`config.mk`:
```
export PLATFORM = sky130hd
export DESIGN_NAME = imem_arbiter
export DESIGN_NICKNAME = d
export VERILOG_FILES = /design/src/rtl/imem_arbiter_pkg.sv /design/src/rtl/imem_arbiter_grant.sv /design/src/rtl/imem_arbiter.sv
export SDC_FILE = /design/constraint.sdc
export NUM_CORES = 1
export LEC_CHECK = 0
export CAP_MARGIN = 25
export CORE_MARGIN = 2
export CORE_UTILIZATION = 34
export DETAILED_ROUTE_END_ITERATION = 8
export PLACE_DENSITY = 0.88
export SYNTH_ARGS = -nofsm -noshare
export SYNTH_HDL_FRONTEND = slang
export SYNTH_SLANG_ARGS = --single-unit
export TNS_END_PERCENT = 30
```
`constraint.sdc`:
```
create_clock -name clk -period 1.75 [get_ports clk]
set_input_delay 0.35 -clock clk [delete_from_list [all_inputs] [get_ports clk]]
set_output_delay 0.35 -clock clk [all_outputs]
set_load 0.05 [all_outputs]
```
`src/rtl/imem_arbiter_pkg.sv`:
```
// Shared encodings and widths for the IFU/LSU memory-port arbiter.
package imem_arbiter_pkg;
    localparam int RegWidth = 32;
    localparam int CNT_W    = 4;

    typedef logic [RegWidth-1:0] vec_t;

    typedef enum logic [1:0] {
        ARB_IDLE = 2'd0,
        ARB_REQ  = 2'd1,
        ARB_WAIT = 2'd2,
        ARB_RESP = 2'd3
    } arb_state_e;

    typedef enum logic {
        OWN_IF = 1'b0,
        OWN_LS = 1'b1
    } owner_e;
endpackage

```
`src/rtl/imem_arbiter_grant.sv`:
```
// arb_grant: LSU-priority select with an IFU starvation guard.
module imem_arbiter_grant
    import imem_arbiter_pkg::*;
#(
    parameter int STARVE_LIMIT = 4
) (
    input  logic clk,
    input  logic rst_n,
    input  logic en,
    input  logic if_req_valid,
    input  logic ls_req_valid,
    output logic grant_if,
    output logic grant_ls
);
    localparam logic [CNT_W-1:0] LIMIT = CNT_W'(STARVE_LIMIT);

    logic [CNT_W-1:0] r_cnt;
    logic             w_starved;

    assign w_starved = (r_cnt == LIMIT) && if_req_valid;
    assign grant_ls  = en && ls_req_valid && !w_starved;
    assign grant_if  = en && if_req_valid && !grant_ls;

    // A grant is always a handshake, since only the valid requester is granted.
    always_ff @(posedge clk) begin
        if (!rst_n) begin
            r_cnt <= '0;
        end else if (grant_if) begin
            r_cnt <= '0;
        end else if (grant_ls) begin
            if (!if_req_valid)
                r_cnt <= '0;
            else if (r_cnt != LIMIT)
                r_cnt <= r_cnt + 1'b1;
        end
    end
endmodule

```
`src/rtl/imem_arbiter.sv`:
```
// Serialises IFU and LSU transactions onto the single memory port.
module imem_arbiter
    import imem_arbiter_pkg::*;
#(
    parameter int ADDR_W       = RegWidth,
    parameter int DATA_W       = RegWidth,
    parameter int STARVE_LIMIT = 4
) (
    input  logic                clk,
    input  logic                rst_n,
    input  logic                if_req_valid,
    output logic                if_req_ready,
    input  logic [ADDR_W-1:0]   if_addr,
    output logic                if_resp_valid,
    input  logic                if_resp_ready,
    output logic [DATA_W-1:0]   if_rdata,
    output logic                if_resp_err,
    input  logic                ls_req_valid,
    output logic                ls_req_ready,
    input  logic [ADDR_W-1:0]   ls_addr,
    input  logic                ls_wen,
    input  logic [DATA_W-1:0]   ls_wdata,
    input  logic [DATA_W/8-1:0] ls_wmask,
    output logic                ls_resp_valid,
    input  logic                ls_resp_ready,
    output logic [DATA_W-1:0]   ls_rdata,
    output logic                mem_req_valid,
    input  logic                mem_req_ready,
    output logic [ADDR_W-1:0]   mem_addr,
    output logic                mem_wen,
    output logic [DATA_W-1:0]   mem_wdata,
    output logic [DATA_W/8-1:0] mem_wmask,
    input  logic                mem_resp_valid,
    input  logic [DATA_W-1:0]   mem_rdata
);
    arb_state_e          r_state, w_state_nxt;
    owner_e              r_owner;
    logic [ADDR_W-1:0]   r_addr;
    logic                r_wen;
    logic [DATA_W-1:0]   r_wdata;
    logic [DATA_W/8-1:0] r_wmask;
    logic [DATA_W-1:0]   r_rdata;
    logic                r_err;
    logic                w_idle, w_grant_if, w_grant_ls, w_misalign, w_resp_hs;

    // Grants are masked in reset so no ready leaks out while rst_n is low.
    assign w_idle     = (r_state == ARB_IDLE) && rst_n;
    assign w_misalign = (if_addr[1:0] != 2'b00);
    assign w_resp_hs  = (r_state == ARB_RESP) &&
                        ((r_owner == OWN_IF) ? if_resp_ready : ls_resp_ready);

    imem_arbiter_grant #(.STARVE_LIMIT(STARVE_LIMIT)) u_grant (
        .clk          (clk),
        .rst_n        (rst_n),
        .en           (w_idle),
        .if_req_valid (if_req_valid),
        .ls_req_valid (ls_req_valid),
        .grant_if     (w_grant_if),
        .grant_ls     (w_grant_ls)
    );

    always_ff @(posedge clk) begin
        if (!rst_n) r_state <= ARB_IDLE;
        else        r_state <= w_state_nxt;
    end

    always_comb begin
        w_state_nxt = r_state;
        case (r_state)
            ARB_IDLE: begin
                if (w_grant_if)      w_state_nxt = w_misalign ? ARB_RESP : ARB_REQ;
                else if (w_grant_ls) w_state_nxt = ARB_REQ;
            end
            ARB_REQ:  if (mem_req_ready)  w_state_nxt = ARB_WAIT;
            ARB_WAIT: if (mem_resp_valid) w_state_nxt = ARB_RESP;
            ARB_RESP: if (w_resp_hs)      w_state_nxt = ARB_IDLE;
            default:  w_state_nxt = ARB_IDLE;
        endcase
    end

    // A misaligned fetch is answered from here with rdata 0 and err 1.
    always_ff @(posedge clk) begin
        if (!rst_n) begin
            r_owner <= OWN_IF;
            r_addr  <= '0;
            r_wen   <= 1'b0;
            r_wdata <= '0;
            r_wmask <= '0;
            r_rdata <= '0;
            r_err   <= 1'b0;
        end else if (w_grant_if) begin
            r_owner <= OWN_IF;
            r_addr  <= if_addr;
            r_wen   <= 1'b0;
            r_wdata <= '0;
            r_wmask <= '0;
            r_rdata <= '0;
            r_err   <= w_misalign;
        end else if (w_grant_ls) begin
            r_owner <= OWN_LS;
            r_addr  <= ls_addr;
            r_wen   <= ls_wen;
            r_wdata <= ls_wdata;
            r_wmask <= ls_wmask;
            r_err   <= 1'b0;
        end else if (r_state == ARB_WAIT && mem_resp_valid) begin
            r_rdata <= mem_rdata;
        end
    end

    assign if_req_ready  = w_grant_if;
    assign ls_req_ready  = w_grant_ls;
    assign mem_req_valid = (r_state == ARB_REQ);
    assign mem_addr      = r_addr;
    assign mem_wen       = r_wen;
    assign mem_wdata     = r_wdata;
    assign mem_wmask     = r_wmask;
    assign if_resp_valid = (r_state == ARB_RESP) && (r_owner == OWN_IF);
    assign ls_resp_valid = (r_state == ARB_RESP) && (r_owner == OWN_LS);
    assign if_rdata      = r_rdata;
    assign ls_rdata      = r_rdata;
    assign if_resp_err   = r_err;
endmodule

```
## Yosys cells after proc, flatten, opt, wreduce, memory -nomap -nowiden

Cells that the tools add are included.

- Output and inout bits: 139
- Register bits: 109
- Word-level logic and storage cells: 56
- Memory bits (writable): 0
- Memories: 0
- Bits in latches: 0
- ROM bits: 0

- $lt $le $gt $ge: 0
- Reduce and logical (&&, ||, !) cells: 19
- Shift-type cells: 0
- Multiplexer cells: 14
- Equal/unequal tests: 10
- $add $sub $neg: 1
- Bitwise logic cells: 3
- Div/mod/pow operators: 0
- Multipliers: 0

Operators with widths:

| operator | count |
|---|---|
| $mux W32 | 2 |
| $mux W2 | 6 |
| $logic_and A1 B1 Y1 | 10 |
| $mux W4 | 2 |
| $pmux W2 S4 | 1 |
| $add A4 B1 Y4 const B | 1 |
| $eq A2 B2 Y1 const B | 2 |
| $eq A4 B3 Y1 const B | 1 |
| $ne A2 B1 Y1 const B | 2 |
| $ne A2 B2 Y1 const B | 2 |
| $ne A4 B3 Y1 const B | 1 |
| $reduce_and A2 Y1 | 2 |
| $reduce_and A4 Y1 | 1 |
| $reduce_bool A2 Y1 | 2 |
| $mux W1 | 3 |
| $ne A3 B2 Y1 const B | 1 |
| $not A1 Y1 | 3 |
| $eq A2 B1 Y1 const B | 1 |
| $logic_not A1 Y1 | 2 |
| $logic_not A2 Y1 | 1 |
| $reduce_or A2 Y1 | 1 |

## Depth between registers and ports, before layout

- Depth after elaboration: 8
- Depth in mapped cells: 10

## Modules after synthesis

Synthesis repeated with hierarchy kept, for this count alone.

- Cells, all modules: 534
- Area total of the unflattened synthesis: 4727.0 um2

Modules (own cells, without submodules):

| module | cells each | sequential area each (um2) | area an instance (um2) | instances |
|---|---|---|---|---|
| imem_arbiter | 503 | 2102.0 | 4456.8 | 1 |
| imem_arbiter_grant | 31 | 80.1 | 270.3 | 1 |

## Worst setup path after synthesis

OpenSTA, ideal clock, no wires.

- Kind: flip-flop to output port
- From: register r_state[0]
- To: output port if_req_ready
- Data arrival time: 2.168 ns
- Path buffers: 3
- Stages on the path, launching flop included: 10
- Path slack: -0.768 ns
- Path through: dfxtp_1 > inv_1 > ha_1 > buf_4 > nand3_1 > nand2b_1 > buf_2 > clkinv_1 > buf_2 > nor2_1

- Cells in the longest elaborated chain, start to end: 6
- Elaborated cells on any way between the ends: 7

RTL lines:

| what | line | RTL |
|---|---|---|
| from (decl) | imem_arbiter.sv:36 | `arb_state_e r_state, w_state_nxt;` |
| from (signal assigned) | imem_arbiter.sv:64 | `else r_state <= w_state_nxt;` |
| $logic_not A2 Y1 | imem_arbiter.sv:47 | `assign w_idle = (r_state == ARB_IDLE) && rst_n;` |
| $logic_and A1 B1 Y1 | imem_arbiter.sv:47 |  |
| $logic_and A1 B1 Y1 (2 in a row) | imem_arbiter_grant.sv:21 | `assign grant_ls = en && ls_req_valid && !w_starved;` |
| named net ls_req_ready | imem_arbiter.sv:19 | `output logic ls_req_ready,` |
| $logic_not A1 Y1 | imem_arbiter_grant.sv:22 | `assign grant_if = en && if_req_valid && !grant_ls;` |
| $logic_and A1 B1 Y1 | imem_arbiter_grant.sv:22 |  |
| to (decl) | imem_arbiter.sv:12 | `output logic if_req_ready,` |

The timed path passes the listed nets, and every way through them passes these cells.

## Final worst setup path

- From: register r_state[1]
- To: output port if_req_ready

- Cells in the longest elaborated chain, start to end: 6
- Elaborated cells on any way between the ends: 7

RTL lines:

| what | line |
|---|---|
| $logic_not A2 Y1 (*) | imem_arbiter.sv:47 |
| $logic_and A1 B1 Y1 (*) | imem_arbiter.sv:47 |
| $logic_and A1 B1 Y1 (2 in a row) | imem_arbiter_grant.sv:21 |
| $logic_not A1 Y1 | imem_arbiter_grant.sv:22 |
| $logic_and A1 B1 Y1 (*) | imem_arbiter_grant.sv:22 |

Every way passes the cells marked *; elsewhere a longest branch is shown, timed or not.

==> results.cfg <==
[yosys]
async_flop_share_pct = 0
synth_ff_type = dfxtp_1
synth_nets = 653
yosysWarnings = 0
ys_types = 34
ys_ff_latch = 109
yosysMostFrequentCell = dfxtp_1
ys_seq_area_share_pct = 46.6
synth_top_area_share_pct = 46.6
synthTopCellsByArea = dfxtp_1, mux2i_1, buf_4
synth_largest_area_cell = dfxtp_1
synth_commonest_cells = dfxtp_1, nand2_1, nor2_1
syn_avg_cell_area_um2 = 9.25
synth-edff-count = 0
synthCells = 506
synth_area_um2 = 4680

[global_route]
grt_max_degree = 73
grt_use_total_pct = 18.7
antenna_found_initial = 1
first_global_vias = 4300
grt_pass1_wl_um = 21800
overflow = 0

[place]
io_buffer_count = 279
postPlaceCellArea_um2 = 7160
dp_cells = 913
place.gp.congestion = 0.781
dp_hpwl_um = 10100

[route]
num_vias = 4404
routedWlPerCell_um = 15.0
vias_per_cell = 4.67
drcViolationCount = 0
drtIter0Drc = 193
drt_pre_antenna_iters = 4
drtAntennaViolNets = 0
totalWireLength_um = 14100

[status]
violations = negative setup slack
status = finished with violations

[sta]
tightest_slew_ns = 0.409
worst_slack_ns = -0.0838
setup_violations = 2
fmax_ghz = 0.545
post-route-period-util_pct = 105
slew_viol_final = 0
rsz0062_at_grt = yes
fin_hold_ws_ns = 0.454
final.min_clock_period_ns = 1.83
finClkSkew_ns = 0.00661
maxSlewHeadroom_pct = 72.7
hold_violations = 0

[floorplanning]
die_x_um = 121
dieArea_um2 = 14700
num_rows = 42
die_h_um = 121
coreArea_um2 = 13300
start_util_pct = 35.1
num_io_pins = 280

[worst_setup_path]
worstSetupEndpointType = output pin
cp_max_fo = 3
path_class = reg -> out
cp.arrival_ns = 1.48
critical_path.cell_chain = inv_2 > ha_4 > nand3_2 > nand2b_4 > clkinv_4 > nor2_4 > buf_12
cp_top_family = flip-flops
slowest_stage = dfxtp_2
critPathRequiredTime_ns = 1.40
slowest_delay_ns = 0.35
cp-start-kind = flip-flop
crit_buf_inv = 3

[pwr]
leakage_nw = 3.29
combPwrFrac_pct = 47.6
pwr-share-seq_pct = 32.1
power_density_nw_per_um2 = 1240
internal_power_w = 0.00564
clkPwrFrac_pct = 20.2
power.switching_w = 0.00389
peakVddDrop_mv = 0.708
swShare_pct = 40.8

[cells_and_area]
drive_gt1_share_pct = 29.1
multi_input_area_um2 = 2110
design_area_um2 = 7680
fin_nets = 908
num-fill-cells = 1167
area_growth_pct = 64.1
regArea_um2 = 2190
final_cell_count_no_fill = 943

[flow_run]
drv_cap = 0

[clock_tree]
clock_latency_ns = 0.35
cts_tree = done
clockBufferDepth = 2
ctsHtreeMaxLevel = 3
cts_root_buf = clkbuf_16
path_clk_slew_ns = 0.07
cts_buffers = 9
cts_hold_buffers = 0
cts_sinks = 109

[min_path]
hp-class = reg -> reg
==> final cells by class <==
class | instances | area share, %
inverters | 7 | 0.407
clock buffers | 11 | 3.16
diodes | 1 | 0.0326
clock inverters | 5 | 0.473
well taps | 176 | 2.87
repair buffers | 312 | 37.1
flip-flops and latches | 109 | 28.5
multi-input cells | 322 | 27.5
==> final timing paths <==
check | start | slack (ns) | cells past startpoint | end
max | r_state[1] | -0.08 | 7 | if_req_ready
min | mem_wdata[14] | 0.45 | 2 | mem_wdata[14]
max reg2reg | r_state[1] | 0.03 | 9 | mem_addr[23]
min reg2reg | mem_wdata[14] | 0.45 | 2 | mem_wdata[14]
==> worst reg2reg max path, stage by stage, from the launching register on <==
cell,delay [ns]
dfxtp_2,0.35
inv_2,0.06
ha_4,0.17
nand3_2,0.08
nand2b_4,0.15
buf_4,0.10
buf_4,0.13
buf_16,0.26
nor2_1,0.11
a211oi_1,0.23
==> state kept, by name, indices dropped and copies added (netlist names), 2 cells and up <==
name and count:
if_rdata 32, mem_addr 32, mem_wdata 32, mem_wmask 4, u_grant.r_cnt 4, r_state 2
==> per-layer routing <==
| metal | GRT usage [%] | vias to the layer above | wire length [µm] |
|---|---|---|---|
| met4 | 6.11 | 0 | 214 |
| met5 | 0 | - | 0 |
| li1 | - | 2196 | - |
| met3 | 5.59 | 14 | 1070 |
| met1 | 22.2 | 2040 | 5640 |
| met2 | 32.1 | 154 | 7200 |
==> per-stage QoR <==
stage          setup TNS, ns  worst slack (ns)  utilization (%)  total power, W
4_1_cts               -0.145            -0.109             56.4         0.00944
2_1_floorplan        -0.0364           -0.0364                -         0.00611
6_report              -0.123           -0.0838             57.5         0.00953
3_3_place_gp          -15.94            -0.254             53.6         0.00730
5_1_grt               -0.908            -0.141             57.5          0.0101
3_5_place_dp          -19.20            -0.300             53.6         0.00735
==> kinds of logic after synthesis <==
family / after synthesis / synth area share [%]
AOI/OAI and AO/OA: 86 / 12.2
muxes: 66 / 14.1
buffers and inverters: 75 / 11.0
and+or+nand+nor: 164 / 14.4
adders and majority gates: 6 / 1.60
DFF: 109 / 46.6
==> placed cells by master, fill, tap and decap left out, drive strengths merged, types with 6 or more instances in the layout <==
master / count
a21oi: 40
a211oi: 32
buf: 170
mux2i: 66
dfxtp: 109
nor2: 73
clkbuf: 13
ha: 6
nand2: 79
clkdlybuf4s50: 138
==> power groups by stage <==
stage	Clock, W	Combinational [W]	Sequential, W
floorplan	0	0.00193	0.00419
global placement	0	0.00419	0.00311
detailed placement	0	0.00423	0.00312
CTS	0.00200	0.00439	0.00305
global route	0.00210	0.00484	0.00311
finish	0.00193	0.00454	0.00306
==> what timing repair did <==
action                                  CTS  global route
endpoints found under the setup margin    2            37
hold endpoints to repair                  0             0
pin swaps                                 3            13
resized for setup                         8            19
cloned                                    0             2
buffers inserted                         10             1
No activity file was read; power rests on OpenSTA's default activity.
